**src/rtl/conv_core_seq.sv**
```systemverilog
`default_nettype none
// ============================================================================
// Module   : conv_core_seq
// Purpose  : Sequencer for one band of a convolution core. For every output
//            position p it streams K weight columns and K image columns into
//            the core's buffers (LOAD), waits for the core to signal
//            completion (RUN), then reports the finished position (NEXT).
//            A watchdog aborts the band if the core never finishes.
// Ports    : clk, rst           - clock, synchronous active-high reset
//            start              - one-cycle band request (accepted in IDLE only)
//            busy/done/err      - band status (err is sticky until next start)
//            w_rd_en/w_addr     - weight memory read port
//            img_rd_en/img_addr - image memory read port
//            weight_buffer_en/weight_en, input_buffer_en/input_en
//                               - core buffer write window / column strobes
//            one_conv_done      - core "convolution finished" level
//            conv_valid/conv_idx- per-position completion pulse and index
// Revision : 1.0 - initial release
// ============================================================================
module conv_core_seq #(
  parameter int N       = 16,
  parameter int S       = 2,
  parameter int K       = 3,
  parameter int OUT_W   = 8,
  parameter int TIMEOUT = 1024
) (
  input  logic                          clk,
  input  logic                          rst,
  input  logic                          start,
  output logic                          busy,
  output logic                          done,
  output logic                          err,
  output logic                          w_rd_en,
  output logic [$clog2(K)-1:0]          w_addr,
  output logic                          img_rd_en,
  output logic [$clog2(OUT_W*S+K)-1:0]  img_addr,
  output logic                          weight_buffer_en,
  output logic                          weight_en,
  output logic                          input_buffer_en,
  output logic                          input_en,
  input  logic                          one_conv_done,
  output logic                          conv_valid,
  output logic [$clog2(OUT_W)-1:0]      conv_idx
);

  localparam int WA_W = $clog2(K);
  localparam int IA_W = $clog2(OUT_W*S+K);
  localparam int PW   = $clog2(OUT_W);
  localparam int CW   = $clog2(K+1);
  localparam int TW   = $clog2(TIMEOUT);

  localparam logic [CW-1:0] C_LAST = CW'(K);
  localparam logic [PW-1:0] P_LAST = PW'(OUT_W-1);
  localparam logic [TW-1:0] T_LAST = TW'(TIMEOUT-1);

  // N is the data width of the memories feeding the core; this block only
  // sequences them, so N matters solely as a sanity bound.
  if (N < 1 || S < 1 || K < 2 || OUT_W < 2 || TIMEOUT < 2) begin : g_param_check
    $error("conv_core_seq: unsupported parameter set");
  end

  typedef enum logic [1:0] {
    IDLE = 2'd0,
    LOAD = 2'd1,
    RUN  = 2'd2,
    NEXT = 2'd3
  } state_e;

  state_e            state_q, state_d;
  logic [PW-1:0]     p_q, p_d;
  logic [CW-1:0]     c_q, c_d;
  logic [TW-1:0]     cnt_q, cnt_d;
  logic              ocd_q;
  logic              err_q, err_d;
  logic              busy_q, busy_d;
  logic              done_q, done_d;
  logic              cv_q, cv_d;
  logic [PW-1:0]     cidx_q, cidx_d;
  logic              rd_q, rd_d;
  logic              wr_q, wr_d;
  logic              buf_q, buf_d;
  logic [WA_W-1:0]   waddr_q, waddr_d;
  logic [IA_W-1:0]   iaddr_q, iaddr_d;
  logic              ocd_rise;

  // Only a fresh 0->1 transition counts: a level left over from the previous
  // position (or raised during LOAD) is already captured in ocd_q on RUN entry.
  assign ocd_rise = one_conv_done & ~ocd_q;

  always_comb begin
    state_d = state_q;
    p_d     = p_q;
    c_d     = c_q;
    cnt_d   = cnt_q;
    err_d   = err_q;

    case (state_q)
      IDLE: begin
        if (start) begin
          err_d   = 1'b0;
          p_d     = '0;
          c_d     = '0;
          state_d = LOAD;
        end
      end
      LOAD: begin
        if (c_q == C_LAST) begin
          c_d     = '0;
          cnt_d   = '0;
          state_d = RUN;
        end else begin
          c_d = c_q + 1'b1;
        end
      end
      RUN: begin
        if (ocd_rise) begin
          state_d = NEXT;
        end else if (cnt_q == T_LAST) begin
          err_d   = 1'b1;
          state_d = IDLE;
        end else begin
          cnt_d = cnt_q + 1'b1;
        end
      end
      NEXT: begin
        if (p_q == P_LAST) begin
          state_d = IDLE;
        end else begin
          p_d     = p_q + 1'b1;
          c_d     = '0;
          state_d = LOAD;
        end
      end
      default: state_d = IDLE;
    endcase

    // Outputs are decoded from the next state so that, once registered, they
    // line up with the cycle in which the FSM actually sits in that state.
    // Reads lead writes by one cycle to cover the memory read latency.
    buf_d   = (state_d == LOAD);
    rd_d    = (state_d == LOAD) && (c_d != C_LAST);
    wr_d    = (state_d == LOAD) && (c_d != '0);
    waddr_d = rd_d ? WA_W'(c_d) : '0;
    iaddr_d = rd_d ? (IA_W'(p_d) * IA_W'(S) + IA_W'(c_d)) : '0;

    // busy drops in the same cycle done or err appears.
    busy_d  = (state_d == LOAD) || (state_d == RUN) ||
              ((state_d == NEXT) && (p_d != P_LAST));
    cv_d    = (state_d == NEXT);
    done_d  = (state_d == NEXT) && (p_d == P_LAST);
    cidx_d  = (state_d == NEXT) ? p_d : cidx_q;
  end

  always_ff @(posedge clk) begin
    if (rst) begin
      state_q <= IDLE;
      p_q     <= '0;
      c_q     <= '0;
      cnt_q   <= '0;
      ocd_q   <= 1'b0;
      err_q   <= 1'b0;
      busy_q  <= 1'b0;
      done_q  <= 1'b0;
      cv_q    <= 1'b0;
      cidx_q  <= '0;
      rd_q    <= 1'b0;
      wr_q    <= 1'b0;
      buf_q   <= 1'b0;
      waddr_q <= '0;
      iaddr_q <= '0;
    end else begin
      state_q <= state_d;
      p_q     <= p_d;
      c_q     <= c_d;
      cnt_q   <= cnt_d;
      ocd_q   <= one_conv_done;
      err_q   <= err_d;
      busy_q  <= busy_d;
      done_q  <= done_d;
      cv_q    <= cv_d;
      cidx_q  <= cidx_d;
      rd_q    <= rd_d;
      wr_q    <= wr_d;
      buf_q   <= buf_d;
      waddr_q <= waddr_d;
      iaddr_q <= iaddr_d;
    end
  end

  assign busy             = busy_q;
  assign done             = done_q;
  assign err              = err_q;
  assign w_rd_en          = rd_q;
  assign img_rd_en        = rd_q;
  assign w_addr           = waddr_q;
  assign img_addr         = iaddr_q;
  assign weight_buffer_en = buf_q;
  assign input_buffer_en  = buf_q;
  assign weight_en        = wr_q;
  assign input_en         = wr_q;
  assign conv_valid       = cv_q;
  assign conv_idx         = cidx_q;

endmodule
`default_nettype wire

```
**config.mk**
```make
export PLATFORM = sky130hd
export DESIGN_NAME = conv_core_seq
export DESIGN_NICKNAME = d
export VERILOG_FILES = /design/src/rtl/conv_core_seq.sv
export SDC_FILE = /design/constraint.sdc
export NUM_CORES = 1
export LEC_CHECK = 0
export ABC_AREA = 0
export BUFFER_PORTS_ARGS = -buffer_cell sky130_fd_sc_hd__buf_2
export CAP_MARGIN = 30
export CORE_UTILIZATION = 56
export CTS_CLUSTER_DIAMETER = 200
export CTS_CLUSTER_SIZE = 40
export DETAILED_ROUTE_END_ITERATION = 10
export PLACE_DENSITY = 0.88
export SETUP_SLACK_MARGIN = 0.1
export SLEW_MARGIN = 30
export SYNTH_ARGS = -nofsm -noshare
export SYNTH_HDL_FRONTEND = slang
export SYNTH_SLANG_ARGS = --single-unit
```
**constraint.sdc**
```tcl
create_clock -name clk -period 2.6 [get_ports clk]
set_input_delay 0.26 -clock clk [delete_from_list [all_inputs] [get_ports clk]]
set_output_delay 0.26 -clock clk [all_outputs]
set_load 0.01 [all_outputs]
```
# --- Yosys cells after proc, flatten, opt, wreduce, memory -nomap -nowiden ---
# Index checks and enable logic that the tools add are counted.
classes:
  add_sub_neg: 4
  mul: 0
  div_mod_pow: 0
  n_lt_le_gt_ge: 0
  n_eq_ne: 17
  shifts: 0
  n_mux: 21
  bitwise_logic: 3
  n_reduce_logical: 13
ops:
  columns: ["operator", "count"]
  rows:
  - ["$mux W10", 3]
  - ["$pmux W10 S2", 1]
  - ["$mux W2", 7]
  - ["$ne A2 B2 Y1 const B", 6]
  - ["$add A10 B1 Y10 const B", 1]
  - ["$eq A10 B10 Y1 const B", 1]
  - ["$eq A2 B2 Y1 const B", 5]
  - ["$pmux W2 S4", 1]
  - ["$reduce_and A4 Y1", 2]
  - ["$eq A3 B3 Y1 const B", 2]
  - ["$mux W3", 2]
  - ["$pmux W2 S3", 1]
  - ["$pmux W3 S2", 1]
  - ["$reduce_bool A2 Y1", 3]
  - ["$add A4 B2 Y5", 1]
  - ["$eq A2 B1 Y1 const B", 2]
  - ["$logic_and A1 B1 Y1", 4]
  - ["$mux W1", 4]
  - ["$add A3 B1 Y3 const B", 1]
  - ["$ne A3 B3 Y1 const B", 1]
  - ["$add A2 B1 Y2 const B", 1]
  - ["$logic_not A2 Y1", 1]
  - ["$logic_or A1 B1 Y1", 2]
  - ["$not A1 Y1", 2]
  - ["3 further kinds", 3]
totals:
  register_bits: 35
  latch_bits: 0
  ramBits: 0
  rom_bits: 0
  inputBits: 4
  out_inout_bits: 20
  word_cells: 73
  n_memories: 0

# --- Logic depth before layout (Yosys ltp) ---
logic_depth:
  ltp_word: 8
  mapped_depth: 11
  ltp_nobuf: 11

# --- Worst setup path before layout ---
# Ideal clock, no wire load.
synth_timing:
  path_type: "register to register"
  start: "register state_q[0]"
  end: "register busy_q, in the netlist busy"
  setup_ns: 0.132
  arrival_time_ns: 2.209
  required_ns: 2.468
  slack_ns: 0.259
  stages_incl_launch_ff: 10
  n_path_buf: 0
  synth_period_minus_slack_ns: 2.341
  path_cell_list: "dfxtp_1 -> inv_1 -> ha_1 -> and3b_1 -> a211o_1 -> a211o_1 -> a21boi_1 -> ha_1 -> nor4_1 -> nor3_2"
synth_via:
  elab_chain_cells: 6
  elab_cells_between_ends: 17
  cone_classes: "eq/ne: 7; mux: 6; reduce/logical: 4"
synth_lines:
  columns: ["item", "line_no", "source"]
  rows:
  - ["start: declaration", "69", "state_e state_q, state_d;"]
  - ["start signal: assignment", "172", "state_q <= state_d;"]
  - ["$mux W2", "118", "end else if (cnt_q == T_LAST) begin"]
  - ["$mux W2", "116", "if (ocd_rise) begin"]
  - ["$pmux W2 S4 *", "97", "case (state_q)"]
  - ["net state_d[0]", "69", null]
  - ["$eq A2 B1 Y1 (tied with other cells)", "147", "busy_d = (state_d == LOAD) || (state_d == RUN) ||"]
  - ["$logic_or A1 B1 Y1 / $logic_and A1 B1 Y1 (equally long branches)", "147, 148", null]
  - ["$logic_or A1 B1 Y1 *", "147", null]
  - ["end signal: assignment", "178", "busy_q <= busy_d;"]
  - ["end: declaration", "75", "logic busy_q, busy_d;"]
# The timed path passes the listed nets; every way through them passes the cells marked *.
# A chain may end at the register's enable or synchronous reset.

# --- Worst setup path after layout ---
layout_timing:
  start: "register state_q[0]"
  end: "register iaddr_q[4], in the netlist img_addr[4]"
layout_via:
  elab_chain_cells: 7
  elab_cells_between_ends: 17
  cone_classes: "add/sub: 1; eq/ne: 5; mux: 7; bitwise: 1; reduce/logical: 3"
layout_lines:
  columns: ["item", "line_no", "source"]
  rows:
  - ["$mux W2", "118", null]
  - ["$mux W2", "116", null]
  - ["$pmux W2 S4 *", "97", null]
  - ["net state_d[0]", "69", null]
  - ["$eq A2 B1 Y1 *", null, null]
  - ["net buf_d", "81", "logic buf_q, buf_d;"]
  - ["$logic_and A1 B1 Y1 *", "141", "rd_d = (state_d == LOAD) && (c_d != C_LAST);"]
  - ["$not A1 Y1 (no line) *", null, null]
  - ["$reduce_or A2 Y1 (no line) *", null, null]
  - ["end signal: assignment", "186", "iaddr_q <= iaddr_d;"]
  - ["end: declaration", "83", "logic [IA_W-1:0] iaddr_q, iaddr_d;"]
# Marks and branches as above.

==> summary.txt <==
status = complete, but fails checks
failing checks = design-rule violations
Starting DRT DRC Count = 37
DP Area = 0.00179 sq mm
hpwl dp = 2.47 mm
Num CTS Buffers = 5
async set-or-reset flop fraction in the synthesized netlist = 0
Critical R2R Launch = state_q[0]
critical path arrival = 2650 ps
CTS clk-pin slew, worst paths = 100 ps
Largest stage delay, worst path = 370 ps
startpoint types = flop
final WL = 3.35 mm
routability cong. = 0.821
Routed Antenna Nets = 0
max-cap violations = 0
antenna violations before repair = 0
row count = 19
Hold Worst Slack = 155 ps
period utilization = 0.929
fin area = 0.00190 sq mm
Post-Synthesis Cell Area = 0.00168 sq mm
Crit Reg-Reg Endpoint = img_addr[4]
Final Non-Filler Cells = 237
average wire per standard cell = 14.1 microns
Crit Path Category = flop to flop
PwrDens = 566 mW/mm^2
Crit Path Max Fanout = 4
vias in the first global route = 1256
hold depth = 2
setup TNS = 0 ps
Setup Slack @ Placement = 60.7 ps
Hold Crit Start = one_conv_done
# DRC = 4
post-synthesis sequential element count = 34
fmax = 414 MHz
share of cells above drive strength 1 = 0.282
CTS Buffer Depth = 2
EDFF count, synth = 0
final-stage net count = 221
H-tree depth = 2
initial core utilization = 0.600
# IOs = 24
Worst Max-Slew Pin Slew = 373 ps
gr usage total = 0.226
Syn Area/Cell = 9.40 sq um
core area = 0.00281 sq mm
reg-to-reg slack, setup = 190 ps
Antenna Cells = 0
PortBufs = 23
slowest CP cell = dfxtp_2
die span in x = 56.8 microns
Leak = 0.000871 uW
via/cell ratio = 5.68
delay-heaviest family, CP = compound AO/OA/AOI/OAI gates
area grow syn2layout = 13.0%
DRT Pass-1 Iters = 7
WP buf/inv = 2
peak supply drop = 0.000415 V
Post-Place Cells = 226
first-pass GRT wire length = 5.51 mm
r2r worst-path depth = 11
DIE HEIGHT = 56.8 microns
register area share after synthesis = 0.404
TritonCTS clock tree = yes
RSZ-0062 raised after global routing = no
Final Setup Violations = 0
largest net degree at the start of global routing = 19
CP endpoint kind = flop
cells along the critical path = inv_2, ha_2, and3b_2, a211o_1, a211o_1, a21boi_2, ha_1, nor2b_2, o31ai_4, inv_2, and4_1
DR vias = 1345
Tmin final = 2410 ps
slew margin rel. = 0.751
clock sinks = 34
Final Hold Fails = 0
Worst Clk Skew = 6.22 ps
hold crit path type = input pin to flop
die area = 0.00323 sq mm
Mapped Cells = 179
gr ovfl total = 0
Min-Delay Endpoint = ocd_q
Final WS setup = 186 ps
Crit path required time = 2840 ps
post-synthesis net count = 195
Slew Viols, Final = 0
clock latency on the worst-skew pair = 340 ps
root buffer cell = clkbuf_4
post-synth cell types = 48
ys flop type = dfxtp_1
Ys Warns = 0
[synthesized netlist by cell type, types with 2 or more instances]
cell,instances,share of area
buf_4,5,0.022
a21oi_1,6,0.018
nand4_1,4,0.015
ha_1,12,0.089
inv_1,9,0.020
dfxtp_1,34,0.40
and3_1,3,0.011
a21o_1,2,0.0089
a22oi_1,2,0.0089
clkbuf_1,2,0.0045
a22oi_2,2,0.015
nor2_1,27,0.060
a211o_1,2,0.010
nand4b_1,3,0.016
nor2b_1,5,0.019
inv_2,2,0.0045
xor2_1,8,0.042
o21ai_0,2,0.0059
nor3_1,3,0.0089
and2_1,3,0.011
o22ai_1,2,0.0074
nand2_1,10,0.022
nand3_1,4,0.012
a211oi_1,3,0.013
[where the power goes]
group	leakage [uW]	internal, uW	total [uW]	switching (uW)
logic	0.000560	86.0	219	133
registers	0.000276	542	554	11.9
clock network	0.0000353	131	303	172
[sequential cells by signal, indices dropped and copies added (netlist names), 2 cells and up]
| signal | count |
|---|---|
| img_addr | 4 |
| p_q | 3 |
| conv_idx | 3 |
| state_q | 2 |
| c_q | 2 |
| cnt_q | 10 |
| w_addr | 2 |
[stage by stage]
stage,utilization,power [uW]
after floorplan,-,723
after global placement,0.640,753
after detailed placement,0.640,766
after CTS,0.665,1070
after global routing,0.678,1130
final,0.678,1080
[repair_timing]
action	in CTS	in global routing
hold buffers	0	0
buffers inserted	1	2
hold endpoints to repair	0	0
gates cloned	0	0
resized for setup	3	7
setup endpoints to repair	4	4
pin swaps	1	0
[how the worst max path moves through the flow]
stage / start / end / slack [ps] / depth (start not counted)
6_report: state_q[0] / img_addr[4] / 190 / 11
5_1_grt: state_q[0] / img_addr[4] / 100 / 11
4_1_cts: state_q[0] / img_addr[4] / 130 / 11
3_5_place_dp: state_q[0] / img_addr[4] / 60 / 11
3_3_place_gp: state_q[0] / busy / 200 / 9
2_1_floorplan: state_q[0] / busy / 260 / 9
[cell families (layout without fill, tap and decap cells)]
family,count (synthesis),in the layout,share of synthesized area
simple gates,74,74,0.257
flops,34,34,0.404
compound gates,29,29,0.135
buf+inv,19,46,0.0543
fa+ha+maj,12,12,0.0892
xor+xnor,9,9,0.0468
mux,2,2,0.0126
[final cells by class]
type	count	area (sq um)
Inverter	11	41.3
Tap cell	31	38.8
Clock buffer	7	55.1
Multi-Input combinational cell	126	935
Clock inverter	1	5.00
Sequential cell	34	682
Timing Repair Buffer	27	145
Fill cell	227	903
[routing by layer]
layer | share of wire | track usage | vias up
met5 | 0 | 0 | -
met4 | 0.016 | 0.105 | 0
met3 | 0.048 | 0.0714 | 6
met2 | 0.52 | 0.389 | 36
met1 | 0.42 | 0.251 | 628
li1 | - | - | 675
[placed cells by master (no fill, tap or decap), drive strengths merged, types with 2 or more instances in the layout]
master,n
o22ai,2
and4,2
a21boi,2
nor3,5
a21oi,6
o21ai,3
and2,3
a22oi,4
dfxtp,34
ha,12
nand3,4
xor2,8
inv,11
clkbuf,7
buf,27
nor4b,2
nor2,27
a21o,2
nand2,10
nand4b,3
a211o,2
and3,3
a211oi,3
nor2b,6
nand4,6
Note: power is estimated with default switching activity, not from simulation.
